===== src/rtl/kinase_valve_sequencer_if.sv =====
// -----------------------------------------------------------------------------
// kinase_valve_sequencer_if
//
// Purpose:
//   Command channel into the kinase_valve_sequencer. A producer presents one
//   step command (valve pattern + pump timing) and holds it with cmd_valid
//   until the sequencer raises cmd_ready. The command is taken on the clock
//   edge where both are high.
//
// Signals:
//   cmd_valid      producer -> sequencer   command valid
//   cmd_ready      sequencer -> producer   sequencer idle, can take a command
//   cmd_ctrl_a     [12:0]                  ctrl_a valve pattern
//   cmd_ctrl_s     [3:0]                   ctrl_s valve pattern
//   cmd_strokes    [STROKE_W-1:0]          full pump strokes, 0 = no pumping
//   cmd_phase_div  [PHASE_W-1:0]           cycles per pump phase, 0 acts as 1
//   cmd_dwell      [DWELL_W-1:0]           post-pump hold cycles, 0 = none
//   cmd_pump_b_en                          drive pump_b during pumping
//   cmd_reverse                            run the pump backwards (only present
//                                          when KINASE_SEQ_REVERSE_EN is defined)
//
// Modports:
//   master  command producer
//   slave   the sequencer
//
// Optional feature macro: KINASE_SEQ_REVERSE_EN
// -----------------------------------------------------------------------------
interface kinase_valve_sequencer_if #(
   parameter int PHASE_W  = 16,
   parameter int STROKE_W = 12,
   parameter int DWELL_W  = 24
);
   logic                cmd_valid;
   logic                cmd_ready;
   logic [12:0]         cmd_ctrl_a;
   logic [3:0]          cmd_ctrl_s;
   logic [STROKE_W-1:0] cmd_strokes;
   logic [PHASE_W-1:0]  cmd_phase_div;
   logic [DWELL_W-1:0]  cmd_dwell;
   logic                cmd_pump_b_en;
`ifdef KINASE_SEQ_REVERSE_EN
   logic                cmd_reverse;

   modport master (
      output cmd_valid, cmd_ctrl_a, cmd_ctrl_s, cmd_strokes, cmd_phase_div,
             cmd_dwell, cmd_pump_b_en, cmd_reverse,
      input  cmd_ready
   );

   modport slave (
      input  cmd_valid, cmd_ctrl_a, cmd_ctrl_s, cmd_strokes, cmd_phase_div,
             cmd_dwell, cmd_pump_b_en, cmd_reverse,
      output cmd_ready
   );
`else
   modport master (
      output cmd_valid, cmd_ctrl_a, cmd_ctrl_s, cmd_strokes, cmd_phase_div,
             cmd_dwell, cmd_pump_b_en,
      input  cmd_ready
   );

   modport slave (
      input  cmd_valid, cmd_ctrl_a, cmd_ctrl_s, cmd_strokes, cmd_phase_div,
             cmd_dwell, cmd_pump_b_en,
      output cmd_ready
   );
`endif
endinterface


===== src/rtl/kinase_valve_sequencer.sv =====
// -----------------------------------------------------------------------------
// kinase_valve_sequencer
//
// Purpose:
//   Drives the pneumatic control pads of the kinase_activity pad array. Each
//   accepted command applies a ctrl_a/ctrl_s valve pattern, waits a fixed
//   settle time, runs a timed six-phase peristaltic pump sequence for the
//   commanded number of strokes, then dwells before returning to idle.
//   Logic 1 on a pad = valve pressurized (closed).
//
// Sequence per command:  IDLE -> SETTLE -> PUMP -> DWELL -> IDLE
//   SETTLE lasts SETTLE_CYCLES cycles (skipped when 0).
//   PUMP runs strokes*6 phases, then one extra cycle with the pumps vented
//   (skipped entirely when strokes = 0).
//   DWELL lasts cmd_dwell cycles (skipped when 0).
//
// Ports:
//   clk          system clock
//   rst_n        asynchronous active-low reset
//   cmd          command channel (kinase_valve_sequencer_if.slave)
//   abort        synchronous abort; returns to IDLE with all pads vented
//   pad_ctrl_a   [12:0] ctrl_a pad drive (holds last pattern in IDLE)
//   pad_ctrl_s   [3:0]  ctrl_s pad drive (holds last pattern in IDLE)
//   pad_pump_a   [2:0]  pump_a pad drive
//   pad_pump_b   [1:0]  pump_b pad drive
//   busy         high in any state other than IDLE
//   done         one-cycle pulse in the cycle IDLE is re-entered normally
//   aborted      one-cycle pulse when an active command is aborted
//   stroke_cnt   strokes completed in the current or last command
//
// Optional feature macro: KINASE_SEQ_REVERSE_EN
//   When defined, cmd.cmd_reverse selects a backwards pump walk (and swapped
//   pump_b halves). When undefined the pump always runs forward.
// -----------------------------------------------------------------------------
module kinase_valve_sequencer #(
   parameter int PHASE_W       = 16,
   parameter int STROKE_W      = 12,
   parameter int DWELL_W       = 24,
   parameter int SETTLE_CYCLES = 1000
) (
   input  logic                      clk,
   input  logic                      rst_n,
   kinase_valve_sequencer_if.slave   cmd,
   input  logic                      abort,
   output logic [12:0]               pad_ctrl_a,
   output logic [3:0]                pad_ctrl_s,
   output logic [2:0]                pad_pump_a,
   output logic [1:0]                pad_pump_b,
   output logic                      busy,
   output logic                      done,
   output logic                      aborted,
   output logic [STROKE_W-1:0]       stroke_cnt
);

   // One shared cycle timer serves settle, phase hold and dwell, so it is as
   // wide as the widest of the three limits.
   localparam int SETTLE_W = (SETTLE_CYCLES > 1) ? $clog2(SETTLE_CYCLES) : 1;
   localparam int PD_W     = (PHASE_W > DWELL_W) ? PHASE_W : DWELL_W;
   localparam int TMR_W    = (PD_W > SETTLE_W) ? PD_W : SETTLE_W;
   localparam logic [TMR_W-1:0] SETTLE_LAST =
      (SETTLE_CYCLES > 0) ? TMR_W'(SETTLE_CYCLES - 1) : '0;

   typedef enum logic [1:0] {
      IDLE   = 2'd0,
      SETTLE = 2'd1,
      PUMP   = 2'd2,
      DWELL  = 2'd3
   } state_t;

   state_t              state_reg,      state_next;
   logic [TMR_W-1:0]    timer_reg,      timer_next;
   logic [2:0]          phase_reg,      phase_next;
   logic                pump_off_reg,   pump_off_next;
   logic [STROKE_W-1:0] stroke_cnt_reg, stroke_cnt_next;
   logic [STROKE_W-1:0] strokes_reg,    strokes_next;
   logic [PHASE_W-1:0]  phase_last_reg, phase_last_next;
   logic [DWELL_W-1:0]  dwell_reg,      dwell_next;
   logic                pump_b_en_reg,  pump_b_en_next;
   logic                reverse_reg,    reverse_next;
   logic [12:0]         ctrl_a_reg,     ctrl_a_next;
   logic [3:0]          ctrl_s_reg,     ctrl_s_next;
   logic                done_reg,       done_next;
   logic                aborted_reg,    aborted_next;

   logic [2:0]          seq_idx;
   logic [2:0]          pump_a_dec;
   logic [1:0]          pump_b_dec;

   // Where to go once settling is over: pumping if there are strokes, else
   // dwelling if there is a dwell, else straight back to idle.
   function automatic state_t after_settle(input logic [STROKE_W-1:0] strokes,
                                           input logic [DWELL_W-1:0]  dwell);
      if (strokes != '0)
         return PUMP;
      else if (dwell != '0)
         return DWELL;
      else
         return IDLE;
   endfunction

   // -------------------------------------------------------------------------
   // State and datapath registers
   // -------------------------------------------------------------------------
   always_ff @(posedge clk or negedge rst_n) begin
      if (!rst_n) begin
         state_reg      <= IDLE;
         timer_reg      <= '0;
         phase_reg      <= '0;
         pump_off_reg   <= 1'b0;
         stroke_cnt_reg <= '0;
         strokes_reg    <= '0;
         phase_last_reg <= '0;
         dwell_reg      <= '0;
         pump_b_en_reg  <= 1'b0;
         reverse_reg    <= 1'b0;
         ctrl_a_reg     <= '0;
         ctrl_s_reg     <= '0;
         done_reg       <= 1'b0;
         aborted_reg    <= 1'b0;
      end else begin
         state_reg      <= state_next;
         timer_reg      <= timer_next;
         phase_reg      <= phase_next;
         pump_off_reg   <= pump_off_next;
         stroke_cnt_reg <= stroke_cnt_next;
         strokes_reg    <= strokes_next;
         phase_last_reg <= phase_last_next;
         dwell_reg      <= dwell_next;
         pump_b_en_reg  <= pump_b_en_next;
         reverse_reg    <= reverse_next;
         ctrl_a_reg     <= ctrl_a_next;
         ctrl_s_reg     <= ctrl_s_next;
         done_reg       <= done_next;
         aborted_reg    <= aborted_next;
      end
   end

   // -------------------------------------------------------------------------
   // Next-state logic
   // -------------------------------------------------------------------------
   always_comb begin
      state_next      = state_reg;
      timer_next      = timer_reg;
      phase_next      = phase_reg;
      pump_off_next   = pump_off_reg;
      stroke_cnt_next = stroke_cnt_reg;
      strokes_next    = strokes_reg;
      phase_last_next = phase_last_reg;
      dwell_next      = dwell_reg;
      pump_b_en_next  = pump_b_en_reg;
      reverse_next    = reverse_reg;
      ctrl_a_next     = ctrl_a_reg;
      ctrl_s_next     = ctrl_s_reg;
      done_next       = 1'b0;
      aborted_next    = 1'b0;

      if (abort) begin
         // Abort wins over everything, including a command offered in IDLE.
         // stroke_cnt is left untouched so the host can see how far it got.
         state_next    = IDLE;
         timer_next    = '0;
         phase_next    = '0;
         pump_off_next = 1'b0;
         ctrl_a_next   = '0;
         ctrl_s_next   = '0;
         aborted_next  = (state_reg != IDLE);
      end else begin
         case (state_reg)
            IDLE: begin
               if (cmd.cmd_valid) begin
                  strokes_next    = cmd.cmd_strokes;
                  // Store the last count of a phase; a divider of 0 behaves as 1.
                  phase_last_next = (cmd.cmd_phase_div == '0) ? '0
                                    : cmd.cmd_phase_div - PHASE_W'(1);
                  dwell_next      = cmd.cmd_dwell;
                  pump_b_en_next  = cmd.cmd_pump_b_en;
`ifdef KINASE_SEQ_REVERSE_EN
                  reverse_next    = cmd.cmd_reverse;
`else
                  reverse_next    = 1'b0;
`endif
                  ctrl_a_next     = cmd.cmd_ctrl_a;
                  ctrl_s_next     = cmd.cmd_ctrl_s;
                  stroke_cnt_next = '0;
                  timer_next      = '0;
                  phase_next      = '0;
                  pump_off_next   = 1'b0;
                  if (SETTLE_CYCLES > 0) begin
                     state_next = SETTLE;
                  end else begin
                     state_next = after_settle(cmd.cmd_strokes, cmd.cmd_dwell);
                     done_next  = (state_next == IDLE);
                  end
               end
            end

            SETTLE: begin
               if (timer_reg == SETTLE_LAST) begin
                  timer_next = '0;
                  state_next = after_settle(strokes_reg, dwell_reg);
                  done_next  = (state_next == IDLE);
               end else begin
                  timer_next = timer_reg + TMR_W'(1);
               end
            end

            PUMP: begin
               if (pump_off_reg) begin
                  // Pumps have had their one vented cycle; move on.
                  pump_off_next = 1'b0;
                  timer_next    = '0;
                  phase_next    = '0;
                  if (dwell_reg != '0) begin
                     state_next = DWELL;
                  end else begin
                     state_next = IDLE;
                     done_next  = 1'b1;
                  end
               end else if (timer_reg == TMR_W'(phase_last_reg)) begin
                  timer_next = '0;
                  if (phase_reg == 3'd5) begin
                     phase_next      = '0;
                     stroke_cnt_next = stroke_cnt_reg + STROKE_W'(1);
                     // Last stroke finished: vent the pumps for one cycle
                     // before leaving PUMP.
                     if (stroke_cnt_reg + STROKE_W'(1) == strokes_reg)
                        pump_off_next = 1'b1;
                  end else begin
                     phase_next = phase_reg + 3'd1;
                  end
               end else begin
                  timer_next = timer_reg + TMR_W'(1);
               end
            end

            DWELL: begin
               if (timer_reg == TMR_W'(dwell_reg - DWELL_W'(1))) begin
                  timer_next = '0;
                  state_next = IDLE;
                  done_next  = 1'b1;
               end else begin
                  timer_next = timer_reg + TMR_W'(1);
               end
            end

            default: begin
               state_next = IDLE;
            end
         endcase
      end
   end

   // -------------------------------------------------------------------------
   // Pump pattern decode
   //   A backwards walk visits the forward table from the end, so reverse is
   //   just an index mirror; the pump_b halves mirror with it.
   // -------------------------------------------------------------------------
   always_comb begin
      seq_idx    = reverse_reg ? (3'd5 - phase_reg) : phase_reg;
      pump_a_dec = 3'b000;
      pump_b_dec = 2'b00;
      if ((state_reg == PUMP) && !pump_off_reg) begin
         case (seq_idx)
            3'd0:    pump_a_dec = 3'b101;
            3'd1:    pump_a_dec = 3'b100;
            3'd2:    pump_a_dec = 3'b110;
            3'd3:    pump_a_dec = 3'b010;
            3'd4:    pump_a_dec = 3'b011;
            3'd5:    pump_a_dec = 3'b001;
            default: pump_a_dec = 3'b000;
         endcase
         if (pump_b_en_reg)
            pump_b_dec = (seq_idx < 3'd3) ? 2'b10 : 2'b01;
      end
   end

   // -------------------------------------------------------------------------
   // Outputs
   // -------------------------------------------------------------------------
   assign cmd.cmd_ready = (state_reg == IDLE);
   assign busy          = (state_reg != IDLE);
   assign done          = done_reg;
   assign aborted       = aborted_reg;
   assign stroke_cnt    = stroke_cnt_reg;
   assign pad_ctrl_a    = ctrl_a_reg;
   assign pad_ctrl_s    = ctrl_s_reg;
   assign pad_pump_a    = pump_a_dec;
   assign pad_pump_b    = pump_b_dec;

endmodule


===== src/flat_wrapper.sv =====
// flat-port wrapper written by rule: the top's interface ports become plain ports
module kinase_valve_sequencer_flat 
#(
   parameter int PHASE_W       = 16,
   parameter int STROKE_W      = 12,
   parameter int DWELL_W       = 24,
   parameter int SETTLE_CYCLES = 1000
)
  (clk, rst_n, abort, pad_ctrl_a, pad_ctrl_s, pad_pump_a, pad_pump_b, busy, done, aborted, stroke_cnt, cmd_cmd_valid, cmd_cmd_ctrl_a, cmd_cmd_ctrl_s, cmd_cmd_strokes, cmd_cmd_phase_div, cmd_cmd_dwell, cmd_cmd_pump_b_en, cmd_cmd_ready);
  kinase_valve_sequencer_if #(.PHASE_W(PHASE_W), .STROKE_W(STROKE_W), .DWELL_W(DWELL_W)) cmd_i ();
  input  logic clk;
  input  logic rst_n;
  input  logic abort;
  output logic [12:0] pad_ctrl_a;
  output logic [3:0] pad_ctrl_s;
  output logic [2:0] pad_pump_a;
  output logic [1:0] pad_pump_b;
  output logic busy;
  output logic done;
  output logic aborted;
  output logic [STROKE_W-1:0] stroke_cnt;
  input wire logic [$bits(cmd_i.cmd_valid)-1:0] cmd_cmd_valid;
  input wire logic [$bits(cmd_i.cmd_ctrl_a)-1:0] cmd_cmd_ctrl_a;
  input wire logic [$bits(cmd_i.cmd_ctrl_s)-1:0] cmd_cmd_ctrl_s;
  input wire logic [$bits(cmd_i.cmd_strokes)-1:0] cmd_cmd_strokes;
  input wire logic [$bits(cmd_i.cmd_phase_div)-1:0] cmd_cmd_phase_div;
  input wire logic [$bits(cmd_i.cmd_dwell)-1:0] cmd_cmd_dwell;
  input wire logic [$bits(cmd_i.cmd_pump_b_en)-1:0] cmd_cmd_pump_b_en;
  output wire logic [$bits(cmd_i.cmd_ready)-1:0] cmd_cmd_ready;
  assign cmd_i.cmd_valid = cmd_cmd_valid;
  assign cmd_i.cmd_ctrl_a = cmd_cmd_ctrl_a;
  assign cmd_i.cmd_ctrl_s = cmd_cmd_ctrl_s;
  assign cmd_i.cmd_strokes = cmd_cmd_strokes;
  assign cmd_i.cmd_phase_div = cmd_cmd_phase_div;
  assign cmd_i.cmd_dwell = cmd_cmd_dwell;
  assign cmd_i.cmd_pump_b_en = cmd_cmd_pump_b_en;
  assign cmd_cmd_ready = cmd_i.cmd_ready;
  kinase_valve_sequencer #(.PHASE_W(PHASE_W), .STROKE_W(STROKE_W), .DWELL_W(DWELL_W), .SETTLE_CYCLES(SETTLE_CYCLES)) u_core (.clk(clk), .rst_n(rst_n), .cmd(cmd_i), .abort(abort), .pad_ctrl_a(pad_ctrl_a), .pad_ctrl_s(pad_ctrl_s), .pad_pump_a(pad_pump_a), .pad_pump_b(pad_pump_b), .busy(busy), .done(done), .aborted(aborted), .stroke_cnt(stroke_cnt));
endmodule

===== config.mk =====
export PLATFORM = sky130hd
export DESIGN_NAME = kinase_valve_sequencer_flat
export DESIGN_NICKNAME = d
export VERILOG_FILES = /design/src/rtl/kinase_valve_sequencer_if.sv /design/src/rtl/kinase_valve_sequencer.sv /design/src/flat_wrapper.sv
export SDC_FILE = /design/constraint.sdc
export NUM_CORES = 1
export LEC_CHECK = 0
export ABC_AREA = 0
export CAP_MARGIN = 20
export CORE_MARGIN = 5
export CORE_UTILIZATION = 55
export CTS_CLUSTER_DIAMETER = 50
export DETAILED_ROUTE_END_ITERATION = 12
export PLACE_DENSITY = 0.84
export SLEW_MARGIN = 0
export SYNTH_ARGS = -nofsm -noshare
export SYNTH_HDL_FRONTEND = slang
export SYNTH_SLANG_ARGS = --single-unit

===== constraint.sdc =====
create_clock -name clk -period 8.7 [get_ports clk]
set_clock_uncertainty 0.1 [all_clocks]
set_input_delay 2.175 -clock clk [delete_from_list [all_inputs] [get_ports clk]]
set_output_delay 2.175 -clock clk [all_outputs]
set_load 0.02 [all_outputs]

==> reports/qor.log <==
INFO  outcome        status=completed
INFO  die            rows=43
INFO  setup_path     timing.critical_path.slowest_cell_delay=0.64ns
INFO  drt            drc=0
INFO  yosys          syn-mean-instance-area=8.19um2
INFO  power          ir_worst_vdd=161uV
INFO  yosys          yosysMostFrequentCell=nand2_1
INFO  power          intPower=1.27mW
INFO  finish         share_of_cells_above_drive_strength_1=6.01%
INFO  power          power_leakage=3.78nW
INFO  drt            avgViaCountPerCell=6.28
INFO  finish         layout.cell_area.non_filler=9390um2
INFO  run            maxCapViolations=0
INFO  die            core_region_area=13800um2
INFO  sta            max-slew-margin-rel=35.6%
INFO  yosys          synth_top_flop_cell=dfrtp_1
INFO  power          powerDensity=199nW/um2
INFO  yosys          netlist_top_cells_count=nand2_1, dfrtp_1, nor2_1, o21ai_0, clkbuf_1
INFO  finish         multiInputGateArea=4440um2
INFO  place          routabilityCongestion=0.860
INFO  power          power.clock.fraction=39.8%
INFO  finish         layout-area-overhead-vs-synth=22.1%
INFO  drt            route.final.wire_length=21.9mm
INFO  yosys          synthesis.instances=938
INFO  yosys          synth.lib_cells_used.distinct=71
INFO  setup_path     critPathMaxFanout=10
INFO  sta            totalNegativeSetupSlack=0ns
INFO  yosys          yosys_warnings=0
INFO  sta            period_needed=4.62ns
INFO  power          p_sw=0.593mW
INFO  yosys          number_of_register_bits_inferred_by_synthesis=114
INFO  yosys          ys_top_cells_by_area=dfrtp_1, nand2_1, xnor2_1
INFO  setup_path     worst_path_max_delay_cell=clkdlybuf4s50_1
INFO  setup_path     critical_path_required=6.43ns
INFO  die            overall_die_height=128um
INFO  yosys          synth.top_cell.area_share=37.1%
INFO  cts            cts_max_level=4
INFO  drt            drtPass1Iterations=6
INFO  sta            worst-slew-pin-transition=0.966ns
INFO  cts            worst_setup_hold_path_clk_slew=0.06ns
INFO  yosys          synth_fp_nets=1016
INFO  sta            max_freq=217MHz
INFO  yosys          syn-cell-area=7690um2
INFO  cts            later_pin_clock_latency_in_the_skew_report=0.42ns
INFO  cts            cts_root_buf=clkbuf_16
INFO  drt            detail_route.wl_per_cell=18.3um
INFO  cts            cts_buffers=17
INFO  yosys          async_reset_ff_share=100%
INFO  setup_path     regToRegSetupSlack=4.54ns
INFO  global_route   grtUsageTotal=27.3%
INFO  die            boundaryPins=112
INFO  yosys          yosys.area.top_type=dfrtp_1
INFO  finish         nFillCells=1101
INFO  power          p_comb_share=22.4%
INFO  die            dieWidth=128um
INFO  die            start_util=55.8%
INFO  place          dp_cells=1163
INFO  place          hpwlAfterDp=14.9mm
INFO  drt            route.vias.total=7510
INFO  power          sequential_fraction_of_design_power=37.7%
INFO  finish         fin_nets=1080
INFO  sta            whs=0.397ns
INFO  finish         antenna_cells_inserted=0
INFO  sta            final.period_utilization=53.1%
INFO  setup_path     dominant_delay_contributor_by_cell_family_on_the_critical_path=buffers and inverters
INFO  setup_path     critical_path_buf_inv_count=2
INFO  place          numPortBuffers=111
INFO  global_route   global_route.overflow_total=0
INFO  sta            rsz0062_at_grt=false
INFO  cts            holdBufCountCts=0
INFO  die            die-area=16400um2
INFO  global_route   grt_start_max_net_pins=73
INFO  yosys          synth_edf_count=0
INFO  sta            timing.final.setup_violations=0
INFO  finish         finish.cell_count_without_fillers=1195
INFO  finish         seqCellArea=2850um2
INFO  cts            cts_tree=built
INFO  setup_path     worst_setup_path_start_kind=flop
INFO  sta            hold_viol=0
INFO  drt            drc_marker_count_from_the_first_detailed_route_iteration=717
INFO  yosys          synth_sequential_area_ratio=37.1%
INFO  setup_path     arr_time_crit_path=2.34ns
INFO  cts            clock_sinks=114
INFO  setup_path     end_kind=output port
INFO  setup_path     critical_path_cell_by_cell=inv_1 > nand2_1 > nor2_1 > nand2_1 > nor2_1 > clkdlybuf4s50_1
INFO  worst_hold_path worst_hold_path_type=flop to flop
INFO  global_route   grt_pass1_wl=36.2mm
INFO  place          post_dp_cell_area=8760um2
INFO  sta            final-max-slew-violation-count=0
INFO  global_route   antenna_found_initial=0
INFO  global_route   first_global_vias=7323
INFO  cts            ctsLongestPathBuffers=2
INFO  cts            post_cts_buffers=0
INFO  power          netSwitchingFraction=31.8%
INFO  setup_path     critical_path_class=flop to output port
INFO  drt            antenna_violating_nets_post_route=0
INFO  cts            cts.repair.resized=0
INFO  finish         final_core_util=68.1%
==> through the flow <==
step / setup WS (ns) / power, mW
after floorplan: 4.70 / 0.983
after global placement: 4.09 / 1.11
after detailed placement: 4.05 / 1.12
after CTS: 4.12 / 1.86
after global routing: 4.03 / 1.95
final: 4.08 / 1.86
==> kinds of logic after synthesis <==
| family | synth area share [%] |
|---|---|
| fa+ha+maj | 0.651 |
| xor+xnor | 8.09 |
| flops | 37.1 |
| simple gates | 28.4 |
| buf+inv | 5.19 |
| compound gates | 20.3 |
| mux | 0.277 |
==> cell usage in the layout (no fill, tap or decap), drive strengths merged, types with 20 or more instances in the layout <==
cell / count
nor2: 64
a31oi: 22
nand3: 31
nand2: 167
or3: 22
a22o: 20
nor4: 23
o21ai: 63
a21oi: 26
xnor2: 53
dfrtp: 114
nor3: 24
clkdlybuf4s50: 109
==> power groups by stage <==
stage	Combinational [mW]	Clock (mW)	Sequential, mW
final	0.418	0.743	0.703
after global routing	0.465	0.772	0.711
after CTS	0.416	0.748	0.699
after detailed placement	0.411	0	0.707
after global placement	0.399	0	0.706
after floorplan	0.330	0	0.653
==> layout make-up <==
| cell class | count | share of cell area (%) |
|---|---|---|
| well taps | 180 | 2.40 |
| repair buffers | 120 | 12.5 |
| flip-flops and latches | 114 | 30.4 |
| clock inverters | 13 | 1.96 |
| clock buffers | 19 | 4.72 |
| multi-input cells | 731 | 47.3 |
| inverters | 18 | 0.720 |
==> routing by layer <==
layer  track usage [%]  vias up  share of wire (%)
met5                 0        -                  0
met4              10.0        0                2.4
met3              5.42       40                7.0
met2              44.1      319                 48
met1              36.6     3616                 42
li1                  -     3535                  -
==> final timing paths <==
path                                           start                   end  depth (start not counted)
worst max-delay path             u_core.state_reg[0]         pad_pump_b[0]                          6
worst min-delay path            u_core.pad_ctrl_a[7]  u_core.pad_ctrl_a[7]                          1
worst max register to register   u_core.dwell_reg[0]  u_core.timer_reg[13]                         10
worst min register to register  u_core.pad_ctrl_a[7]  u_core.pad_ctrl_a[7]                          1
max in group asynchronous                      rst_n  u_core.timer_reg[10]                          2
min in group asynchronous                      rst_n  u_core.timer_reg[18]                          1
Note: power is estimated with default switching activity, not from simulation.
